[config.mk]
export PLATFORM = sky130hd
export DESIGN_NAME = ddr3_init_seq_flat
export DESIGN_NICKNAME = d
export VERILOG_FILES = /design/src/rtl/ddr3_init_seq_if.sv /design/src/rtl/ddr3_init_seq.sv /design/src/flat_wrapper.sv
export SDC_FILE = /design/constraint.sdc
export NUM_CORES = 1
export LEC_CHECK = 0
export ABC_AREA = 1
export BUFFER_PORTS_ARGS = -buffer_cell sky130_fd_sc_hd__buf_2
export CAP_MARGIN = 20
export CORE_ASPECT_RATIO = 0.9
export CORE_MARGIN = 1
export CORE_UTILIZATION = 50
export DETAILED_ROUTE_END_ITERATION = 7
export GPL_TIMING_DRIVEN = 0
export PLACE_DENSITY = 0.81
export SYNTH_ARGS = -nofsm -noshare
export SYNTH_HDL_FRONTEND = slang
export SYNTH_SLANG_ARGS = --single-unit
[constraint.sdc]
create_clock -name ck -period 1.9 [get_ports ck]
set_input_delay 0.475 -clock ck [delete_from_list [all_inputs] [get_ports ck]]
set_output_delay 0.475 -clock ck [all_outputs]
set_load 0.05 [all_outputs]
[src/rtl/ddr3_init_seq_if.sv]
// DDR3 command/control pin bundle driven by the init sequencer.
// The master modport drives the pins; the slave modport observes them.
interface ddr3_init_seq_if #(
    parameter int ADDR_BITS = 14,
    parameter int BA_BITS   = 3
);
    logic                 ddr_rst_n;
    logic                 cke;
    logic                 cs_n;
    logic                 ras_n;
    logic                 cas_n;
    logic                 we_n;
    logic [BA_BITS-1:0]   ba;
    logic [ADDR_BITS-1:0] addr;
    logic                 odt;
    logic                 init_done;

    modport master (
        output ddr_rst_n, cke, cs_n, ras_n, cas_n, we_n, ba, addr, odt, init_done
    );
    modport slave (
        input  ddr_rst_n, cke, cs_n, ras_n, cas_n, we_n, ba, addr, odt, init_done
    );
endinterface

[src/rtl/ddr3_init_seq.sv]
// DDR3 power-up sequencer: RESET#/CKE ramp, MR2/MR3/MR1/MR0 loads, ZQCL, then init_done.
// Each wait state counts down once; the command that ends the wait is emitted on the expiring edge.
module ddr3_init_seq #(
    parameter int ADDR_BITS = 14,
    parameter int BA_BITS   = 3,
    parameter int T_RESET   = 100000,
    parameter int T_CKE     = 250000,
    parameter int T_XPR     = 64,
    parameter int T_MRD     = 4,
    parameter int T_MOD     = 12,
    parameter int T_ZQINIT  = 512,
    parameter logic [ADDR_BITS-1:0] MR0_VAL = '0,
    parameter logic [ADDR_BITS-1:0] MR1_VAL = '0,
    parameter logic [ADDR_BITS-1:0] MR2_VAL = '0,
    parameter logic [ADDR_BITS-1:0] MR3_VAL = '0
) (
    input  logic             ck,
    input  logic             rst,
    ddr3_init_seq_if.master  bus
);
    localparam int CW = 20;
    localparam logic [ADDR_BITS-1:0] ZQ_ADDR = ADDR_BITS'(11'h400);

    typedef enum logic [3:0] {
        RST_WAIT, CKE_WAIT, XPR_WAIT, MRS2, MRS3, MRS1, MOD_WAIT, ZQ_WAIT, DONE
    } state_e;

    state_e               state_q;
    logic [CW-1:0]        cnt_q;
    logic                 ddr_rst_n_q, cke_q, cs_n_q, ras_n_q, cas_n_q, we_n_q, done_q;
    logic [BA_BITS-1:0]   ba_q;
    logic [ADDR_BITS-1:0] addr_q;

    always_ff @(posedge ck) begin
        if (rst) begin
            state_q     <= RST_WAIT;
            // Loaded with the full count: the reset edge itself is the entry edge of RST_WAIT.
            cnt_q       <= CW'(T_RESET);
            ddr_rst_n_q <= 1'b0;
            cke_q       <= 1'b0;
            cs_n_q      <= 1'b1;
            ras_n_q     <= 1'b1;
            cas_n_q     <= 1'b1;
            we_n_q      <= 1'b1;
            ba_q        <= '0;
            addr_q      <= '0;
            done_q      <= 1'b0;
        end else begin
            // Idle bus: deselect before CKE is up, NOP afterwards.
            cs_n_q  <= ~cke_q;
            ras_n_q <= 1'b1;
            cas_n_q <= 1'b1;
            we_n_q  <= 1'b1;
            ba_q    <= '0;
            addr_q  <= '0;
            if (cnt_q != '0) begin
                cnt_q <= cnt_q - 1'b1;
            end else begin
                case (state_q)
                    RST_WAIT: begin
                        ddr_rst_n_q <= 1'b1;
                        cnt_q       <= CW'(T_CKE - 1);
                        state_q     <= CKE_WAIT;
                    end
                    CKE_WAIT: begin
                        cke_q   <= 1'b1;
                        cs_n_q  <= 1'b0;
                        cnt_q   <= CW'(T_XPR - 1);
                        state_q <= XPR_WAIT;
                    end
                    XPR_WAIT: begin
                        {cs_n_q, ras_n_q, cas_n_q, we_n_q} <= 4'b0000;
                        ba_q    <= BA_BITS'(2);
                        addr_q  <= MR2_VAL;
                        cnt_q   <= CW'(T_MRD - 1);
                        state_q <= MRS2;
                    end
                    MRS2: begin
                        {cs_n_q, ras_n_q, cas_n_q, we_n_q} <= 4'b0000;
                        ba_q    <= BA_BITS'(3);
                        addr_q  <= MR3_VAL;
                        cnt_q   <= CW'(T_MRD - 1);
                        state_q <= MRS3;
                    end
                    MRS3: begin
                        {cs_n_q, ras_n_q, cas_n_q, we_n_q} <= 4'b0000;
                        ba_q    <= BA_BITS'(1);
                        addr_q  <= MR1_VAL;
                        cnt_q   <= CW'(T_MRD - 1);
                        state_q <= MRS1;
                    end
                    MRS1: begin
                        {cs_n_q, ras_n_q, cas_n_q, we_n_q} <= 4'b0000;
                        ba_q    <= BA_BITS'(0);
                        addr_q  <= MR0_VAL;
                        cnt_q   <= CW'(T_MOD - 1);
                        state_q <= MOD_WAIT;
                    end
                    MOD_WAIT: begin
                        {cs_n_q, ras_n_q, cas_n_q, we_n_q} <= 4'b0110;
                        addr_q  <= ZQ_ADDR;
                        cnt_q   <= CW'(T_ZQINIT - 1);
                        state_q <= ZQ_WAIT;
                    end
                    ZQ_WAIT: begin
                        done_q  <= 1'b1;
                        state_q <= DONE;
                    end
                    DONE:    state_q <= DONE;
                    default: state_q <= RST_WAIT;
                endcase
            end
        end
    end

    assign bus.ddr_rst_n = ddr_rst_n_q;
    assign bus.cke       = cke_q;
    assign bus.cs_n      = cs_n_q;
    assign bus.ras_n     = ras_n_q;
    assign bus.cas_n     = cas_n_q;
    assign bus.we_n      = we_n_q;
    assign bus.ba        = ba_q;
    assign bus.addr      = addr_q;
    assign bus.odt       = 1'b0;
    assign bus.init_done = done_q;
endmodule

[src/flat_wrapper.sv]
// flat-port wrapper written by rule: the top's interface ports become plain ports
module ddr3_init_seq_flat 
#(
    parameter int ADDR_BITS = 14,
    parameter int BA_BITS   = 3,
    parameter int T_RESET   = 100000,
    parameter int T_CKE     = 250000,
    parameter int T_XPR     = 64,
    parameter int T_MRD     = 4,
    parameter int T_MOD     = 12,
    parameter int T_ZQINIT  = 512,
    parameter logic [ADDR_BITS-1:0] MR0_VAL = '0,
    parameter logic [ADDR_BITS-1:0] MR1_VAL = '0,
    parameter logic [ADDR_BITS-1:0] MR2_VAL = '0,
    parameter logic [ADDR_BITS-1:0] MR3_VAL = '0
)
  (ck, rst, bus_ddr_rst_n, bus_cke, bus_cs_n, bus_ras_n, bus_cas_n, bus_we_n, bus_ba, bus_addr, bus_odt, bus_init_done);
  ddr3_init_seq_if #(.ADDR_BITS(ADDR_BITS), .BA_BITS(BA_BITS)) bus_i ();
  input  logic ck;
  input  logic rst;
  output wire logic [$bits(bus_i.ddr_rst_n)-1:0] bus_ddr_rst_n;
  output wire logic [$bits(bus_i.cke)-1:0] bus_cke;
  output wire logic [$bits(bus_i.cs_n)-1:0] bus_cs_n;
  output wire logic [$bits(bus_i.ras_n)-1:0] bus_ras_n;
  output wire logic [$bits(bus_i.cas_n)-1:0] bus_cas_n;
  output wire logic [$bits(bus_i.we_n)-1:0] bus_we_n;
  output wire logic [$bits(bus_i.ba)-1:0] bus_ba;
  output wire logic [$bits(bus_i.addr)-1:0] bus_addr;
  output wire logic [$bits(bus_i.odt)-1:0] bus_odt;
  output wire logic [$bits(bus_i.init_done)-1:0] bus_init_done;
  assign bus_ddr_rst_n = bus_i.ddr_rst_n;
  assign bus_cke = bus_i.cke;
  assign bus_cs_n = bus_i.cs_n;
  assign bus_ras_n = bus_i.ras_n;
  assign bus_cas_n = bus_i.cas_n;
  assign bus_we_n = bus_i.we_n;
  assign bus_ba = bus_i.ba;
  assign bus_addr = bus_i.addr;
  assign bus_odt = bus_i.odt;
  assign bus_init_done = bus_i.init_done;
  ddr3_init_seq #(.ADDR_BITS(ADDR_BITS), .BA_BITS(BA_BITS), .T_RESET(T_RESET), .T_CKE(T_CKE), .T_XPR(T_XPR), .T_MRD(T_MRD), .T_MOD(T_MOD), .T_ZQINIT(T_ZQINIT), .MR0_VAL(MR0_VAL), .MR1_VAL(MR1_VAL), .MR2_VAL(MR2_VAL), .MR3_VAL(MR3_VAL)) u_core (.ck(ck), .rst(rst), .bus(bus_i));
endmodule
==> flow_metrics.env, run 1 <==
export IMPL_cts_max_level=2
export IMPL_maxSlewViolCount=0
export IMPL_yosysUniqueCellTypes=36
export IMPL_hold_class="input pin to flip-flop"
export IMPL_path_buf_inv=2
export IMPL_cp_top_family="simple AND/OR/NAND/NOR gates"
export IMPL_holdWs_ns=0.470
export IMPL_holdBufCountCts=0
export IMPL_routed_via_density=5.08
export IMPL_post_cts_resized=0
export IMPL_cts_root_buf="clkbuf_8"
export IMPL_critical_path_endpoint="u_core.cnt_q[16]$_SDFFE_PP1P_"
export IMPL_gr_total_overflow=0
export IMPL_yosys_warnings=0
export IMPL_cp_depth=10
export IMPL_timing_hold_violations_final=0
export IMPL_portBuffers=11
export IMPL_synth_area_per_cell_um2=6.74
export IMPL_synthArstFlopShare_pct=0
export IMPL_worstSetupStartpoint="u_core.cnt_q[0]$_SDFFE_PP0P_"
export IMPL_worst_setup_path_end_kind="flip-flop"
export IMPL_layout_drive_gt1_share_pct=18.4
export IMPL_worstSetupPathType="flip-flop to flip-flop"
export IMPL_instances_no_fill=377
export IMPL_post_route_min_period_ns=1.66
export IMPL_synth_ff_type="dfxtp_1"
export IMPL_die_x_um=68.8
export IMPL_finalSetupTns_ns=0
export IMPL_yosys_area_top_type="dfxtp_1"
export IMPL_drt_first_pass_iters=4
export IMPL_start_kind="flip-flop"
export IMPL_clockBufferDepth=2
export IMPL_fin_worst_skew_ns=0.00816
export IMPL_nets=334
export IMPL_max_freq_mhz=603
export IMPL_post_route_util_pct=59.7
export IMPL_netlist_top_cells_area="dfxtp_1 33%, nand2_1 13%, nor2_1 8.2%"
export IMPL_worst_ep_required_time_ns=2.07
export IMPL_vdd_ir_drop_max_mv=0.444
export IMPL_antenna_cells=0
export IMPL_ys_ff_latch=33
export IMPL_cts_buffers=5
export IMPL_syn_instance_count=298
export IMPL_area_delta_synth_final_pct=12.5
export IMPL_grt_pass1_wl_mm=8.06
export IMPL_reg2regPathDepth=10
export IMPL_grt_max_degree=12
export IMPL_relSlewSlack_pct=63.1
export IMPL_cp_cell_sequence="inv_1 > ha_1 > nand2_1 > nor2_2 > nand2_2 > nor2_4 > buf_6 > nand3_2 > nand2_1 > nand2_1"
export IMPL_status="completed"
export IMPL_ys_seq_area_share_pct=32.9
export IMPL_cts_setup_buffers=0
export IMPL_clk_pin_slew_ns=0.07
export IMPL_r2r_end="u_core.cnt_q[16]$_SDFFE_PP1P_"
export IMPL_gp_congestion=0.898
export IMPL_rsz0062_at_grt="false"
export IMPL_rrSetupSlack_ns=0.24
export IMPL_vias=1915
export IMPL_synth_top_area_share_pct=32.9
export IMPL_antenna_found_initial=0
export IMPL_worst_pin_slew_ns=0.553
export IMPL_slowest_stage="dfxtp_1"
export IMPL_ant_nets=0
export IMPL_die_h_um=62.1
export IMPL_cp_common_cell="nand2_1"
export IMPL_setup_viol=0
export IMPL_drc=0
export IMPL_cts_sinks=33
export IMPL_first_iter_violations=99
export IMPL_cts_tree="built"
export IMPL_start_util_pct=53.1
export IMPL_ys_top_cells_by_count="72 x nand2_1, 44 x nor2_1, 33 x dfxtp_1"
export IMPL_syn_cell_area_um2=2010
export IMPL_synth_edf_count=0
export IMPL_worstPathArrival_ns=1.83
export IMPL_drt_wl_total_mm=4.61
export IMPL_p_leak_nw=1.11
export IMPL_period_share_pct=87.2
export IMPL_synth_most_common_cell="nand2_1"
export IMPL_hpwl_mm=3.40
export IMPL_crit_fanout=10
export IMPL_placed_cells=369
export IMPL_grt_pass1_vias=1755
export IMPL_timing_rr_start="u_core.cnt_q[0]$_SDFFE_PP0P_"
export IMPL_cpPeakStageDelay_ns=0.30
export IMPL_grtUsageTotal_pct=25.1
export IMPL_post_drt_wl_per_cell_um=12.2
export IMPL_insertion_delay_ns=0.29
export IMPL_fp_coreArea_um2=3780
export IMPL_power_density_nw_per_um2=693
export IMPL_die_area_um2=4270
export IMPL_rows=21
export IMPL_ios=27
export IMPL_maxCapViolations=0
## state kept, by name, indices dropped and copies added (netlist names)
name / cells
u_core.bus.cke: 1
u_core.bus.cs_n: 1
u_core.cnt_q: 20
u_core.state_q: 4
u_core.bus.we_n: 1
u_core.bus.addr: 1
u_core.bus.ddr_rst_n: 1
u_core.bus.ras_n: 1
u_core.bus.ba: 2
u_core.bus.init_done: 1
## metal layers
layer  share of wire [%]  wire [um]  global-route usage [%]  vias up
met5                   0          0                       0        -
met4                 2.0         94                    7.91        0
met3                 7.9        363                    6.25        9
met2                  45       2090                    39.3       66
met1                  45       2060                    33.2      864
li1                    -          -                       -      976
## per-stage QoR
stage	power [mW]	instance area [um^2]	setup WS [ns]
floorplan	1.01	2060	0.457
global placement	1.05	2170	0.269
detailed placement	1.05	2170	0.233
CTS	1.57	2260	0.228
global route	1.65	2260	0.0993
finish	1.57	2260	0.242
## cells in the final DEF, fill, tap and decap left out, types with 2 or more instances in the layout
cell type | Yosys | final
conb_1 | 1 | 15
a21oi_2 | 2 | 2
nand3_1 | 24 | 24
nor2_2 | 4 | 4
nand3_2 | 3 | 3
clkinv_2 | 0 | 2
xor2_1 | 4 | 4
buf_4 | 16 | 16
dfxtp_1 | 33 | 33
nand2_1 | 72 | 72
inv_1 | 31 | 31
buf_6 | 2 | 2
ha_1 | 2 | 2
o21ai_1 | 4 | 4
clkbuf_1 | 2 | 2
nor2_4 | 4 | 4
nand2_2 | 4 | 4
a21oi_1 | 16 | 16
buf_2 | 1 | 12
o21ai_0 | 7 | 7
and2_1 | 2 | 2
clkbuf_8 | 0 | 5
nand4_1 | 3 | 3
nor3_1 | 4 | 4
nor2_1 | 44 | 44
## final cells by class
| cell class | instances | area (um^2) |
|---|---|---|
| timing repair buffer | 11 | 55.1 |
| clock buffer | 5 | 68.8 |
| sequential | 33 | 661 |
| tap | 46 | 57.6 |
| clock inverter | 3 | 17.5 |
| buffer | 21 | 155 |
| multi-input combinational | 225 | 1120 |
| fill | 374 | 1520 |
| inverter | 33 | 124 |
## power by group
group	total (mW)	switching, mW	internal [mW]
combinational	0.294	0.200	0.0937
sequential	0.748	0.0282	0.720
clock	0.524	0.271	0.253
total	1.57	0.499	1.07
## cell families (layout without fill, tap and decap cells)
kind of cell / Yosys count / after routing / synth area share [%]
xor gates and xnor gates: 5 / 5 / 2.18
AOI/OAI and AO/OA: 33 / 33 / 9.16
adders and majority gates: 2 / 2 / 1.25
buffers and inverters: 54 / 73 / 13.9
and+or+nand+nor: 170 / 170 / 40.4
DFF: 33 / 33 / 32.9
other: 1 / 15 / 0.187
## worst register-to-register path, stage by stage (launching register included)
cell	delay [ns]
dfxtp_1	0.30
inv_1	0.14
ha_1	0.24
nand2_1	0.08
nor2_2	0.19
nand2_2	0.09
nor2_4	0.12
buf_6	0.17
nand3_2	0.09
nand2_1	0.08
nand2_1	0.05
## worst min path at each step
stage | start | endpoint | slack [ns] | depth (start not counted)
after floorplan | u_core.cnt_q[1]$_SDFFE_PP0P_ | u_core.cnt_q[1]$_SDFFE_PP0P_ | 0.47 | 2
after global placement | u_core.bus.ddr_rst_n$_SDFFE_PP0P_ | u_core.bus.ddr_rst_n$_SDFFE_PP0P_ | 0.45 | 2
after detailed placement | u_core.bus.init_done$_SDFFE_PP0P_ | u_core.bus.init_done$_SDFFE_PP0P_ | 0.46 | 2
after CTS | rst | u_core.state_q[3]$_SDFFE_PP0P_ | 0.46 | 2
after global routing | rst | u_core.state_q[3]$_SDFFE_PP0P_ | 0.47 | 2
final | rst | u_core.state_q[3]$_SDFFE_PP0P_ | 0.47 | 2
Note: power is estimated with default switching activity, not from simulation.
==> run 2: changes to the inputs <==
Settings changed: CORE_MARGIN 1 to 2.
==> run 2 against run 1 <==
- register-to-register slack worse by 0.02 ns
- sequential share of layout area about the same
- flip-flop and latch count unchanged
- fmax down 0.93%
- critical endpoint is now u_core.cnt_q[7]$_SDFFE_PP1P_
- critical path depth unchanged
- worst setup slack worse by 0.016 ns
==> flow_metrics.env, run 2 (synthesis gave the netlist of run 1 again) <==
export IMPL_status="completed"
export IMPL_mostFrequentLayoutCell="nand2_1"
export IMPL_drt_wl_total_mm=4.46
export IMPL_fin_worst_skew_ns=0.00721
export IMPL_gp_congestion=0.914
export IMPL_antenna_found_initial=0
export IMPL_ios=27
export IMPL_drt_first_pass_iters=4
export IMPL_p_sw_mw=0.487
export IMPL_area_delta_synth_final_pct=12.4
export IMPL_worstHoldStart="rst"
export IMPL_cp_depth=10
export IMPL_slowest_stage="dfxtp_1"
export IMPL_hpwl_mm=3.37
export IMPL_drc=0
export IMPL_cp_common_cell="nand2_1"
export IMPL_reg2regPathDepth=10
export IMPL_switching_share_pct=31.2
export IMPL_worstPathArrival_ns=1.84
export IMPL_relSlewSlack_pct=64.3
export IMPL_worstSetupStartpoint="u_core.cnt_q[0]$_SDFFE_PP0P_"
export IMPL_routed_via_density=4.99
export IMPL_timing_rr_start="u_core.cnt_q[0]$_SDFFE_PP0P_"
export IMPL_timing_hold_violations_final=0
export IMPL_rsz0062_at_grt="false"
export IMPL_post_cts_resized=0
export IMPL_clock_power_share_pct=33.2
export IMPL_maxSlewViolCount=0
export IMPL_clk_pin_slew_ns=0.07
export IMPL_cpPeakStageDelay_ns=0.30
export IMPL_die_area_um2=4540
export IMPL_max_freq_mhz=598
export IMPL_worst_ep_required_time_ns=2.06
export IMPL_holdBufCountCts=0
export IMPL_start_util_pct=53.1
export IMPL_final_cell_mix="72 x nand2_1, 44 x nor2_1, 33 x dfxtp_1"
export IMPL_maxCapViolations=0
export IMPL_worst_pin_slew_ns=0.535
export IMPL_nets=334
export IMPL_grtUsageTotal_pct=21.5
export IMPL_start_kind="flip-flop"
export IMPL_clockBufferDepth=2
export IMPL_setup_viol=0
export IMPL_cp_top_family="simple AND/OR/NAND/NOR gates"
export IMPL_regMostFlops="u_core.cnt_q"
export IMPL_cts_max_level=2
export IMPL_grt_pass1_wl_mm=7.81
export IMPL_portBuffers=11
export IMPL_power_frac_seq_pct=48.0
export IMPL_crit_fanout=10
export IMPL_finalSetupTns_ns=0
export IMPL_worstSetupPathType="flip-flop to flip-flop"
export IMPL_grt_pass1_vias=1758
export IMPL_worst_setup_path_end_kind="flip-flop"
export IMPL_intPower_mw=1.07
export IMPL_holdPathStages=2
export IMPL_post_drt_wl_per_cell_um=11.8
export IMPL_cts_setup_buffers=0
export IMPL_p_comb_share_pct=18.9
export IMPL_fp_coreArea_um2=3780
export IMPL_antenna_cells=0
export IMPL_hold_class="input pin to flip-flop"
export IMPL_first_iter_violations=148
export IMPL_rows=21
export IMPL_gr_total_overflow=0
export IMPL_r2r_end="u_core.cnt_q[7]$_SDFFE_PP1P_"
export IMPL_cp_cell_sequence="inv_1 > ha_1 > nand2_1 > nor2_2 > nand2_2 > nor2_4 > buf_6 > nand3_2 > nand2_1 > nand2_1"
export IMPL_post_route_min_period_ns=1.67
export IMPL_ant_nets=0
export IMPL_largest_reg_flops=20
export IMPL_cts_sinks=33
export IMPL_die_x_um=70.8
export IMPL_cts_tree="built"
export IMPL_vias=1882
export IMPL_post_route_util_pct=59.7
export IMPL_grt_max_degree=11
export IMPL_die_h_um=64.1
export IMPL_power_density_nw_per_um2=691
export IMPL_path_buf_inv=2
export IMPL_whs_endpoint="u_core.state_q[3]$_SDFFE_PP0P_"
export IMPL_period_share_pct=88.1
export IMPL_p_leak_nw=1.10
export IMPL_rrSetupSlack_ns=0.23
export IMPL_layout_drive_gt1_share_pct=17.8
export IMPL_insertion_delay_ns=0.28
export IMPL_cts_root_buf="clkbuf_8"
export IMPL_cts_buffers=5
export IMPL_vdd_ir_drop_max_mv=0.506
run 2: layout make-up:
| class | instances | area, um^2 |
|---|---|---|
| Tap cell | 46 | 57.6 |
| Clock inverter | 1 | 7.51 |
| Timing Repair Buffer | 11 | 55.1 |
| Fill cell | 356 | 1530 |
| Clock buffer | 7 | 76.3 |
| Sequential cell | 33 | 661 |
| Multi-Input combinational cell | 225 | 1120 |
| Inverter | 33 | 124 |
| Buffer | 21 | 155 |
run 2: worst max-delay path by stage:
stage                                     to
2_1_floorplan  u_core.cnt_q[16]$_SDFFE_PP1P_
4_1_cts         u_core.cnt_q[7]$_SDFFE_PP1P_
6_report        u_core.cnt_q[7]$_SDFFE_PP1P_
5_1_grt        u_core.cnt_q[16]$_SDFFE_PP1P_
3_3_place_gp   u_core.cnt_q[16]$_SDFFE_PP1P_
3_5_place_dp    u_core.cnt_q[7]$_SDFFE_PP1P_
run 2: routing by layer:
metal  global-route usage (%)  part of all wire (%)  wire [um]  vias to the layer above
met1                     28.3                    45       2010                      829
li1                         -                     -          -                      979
met4                     7.78                   1.6         72                        0
met2                     34.9                    45       2020                       66
met5                        0                     0          0                        -
met3                     4.10                   8.1        361                        8
run 2: power by group through the flow:
| stage | sequential [mW] | clock (mW) | combinational (mW) |
|---|---|---|---|
| final | 0.748 | 0.518 | 0.294 |
| after global routing | 0.751 | 0.552 | 0.330 |
| after CTS | 0.748 | 0.520 | 0.292 |
| after detailed placement | 0.764 | 0 | 0.292 |
| after global placement | 0.762 | 0 | 0.283 |
| after floorplan | 0.757 | 0 | 0.253 |
run 2: per-stage QoR:
stage                     area [um^2]  std cells  hold WS, ns  setup slack, ns  power, mW
final                            2260        377        0.478            0.227       1.56
after floorplan                  2060        312        0.468            0.457       1.01
after global placement           2170        369        0.452            0.270       1.04
after detailed placement         2170        369        0.465            0.240       1.06
after CTS                        2260        377        0.468            0.225       1.56
after global routing             2260        377        0.470           0.0517       1.63
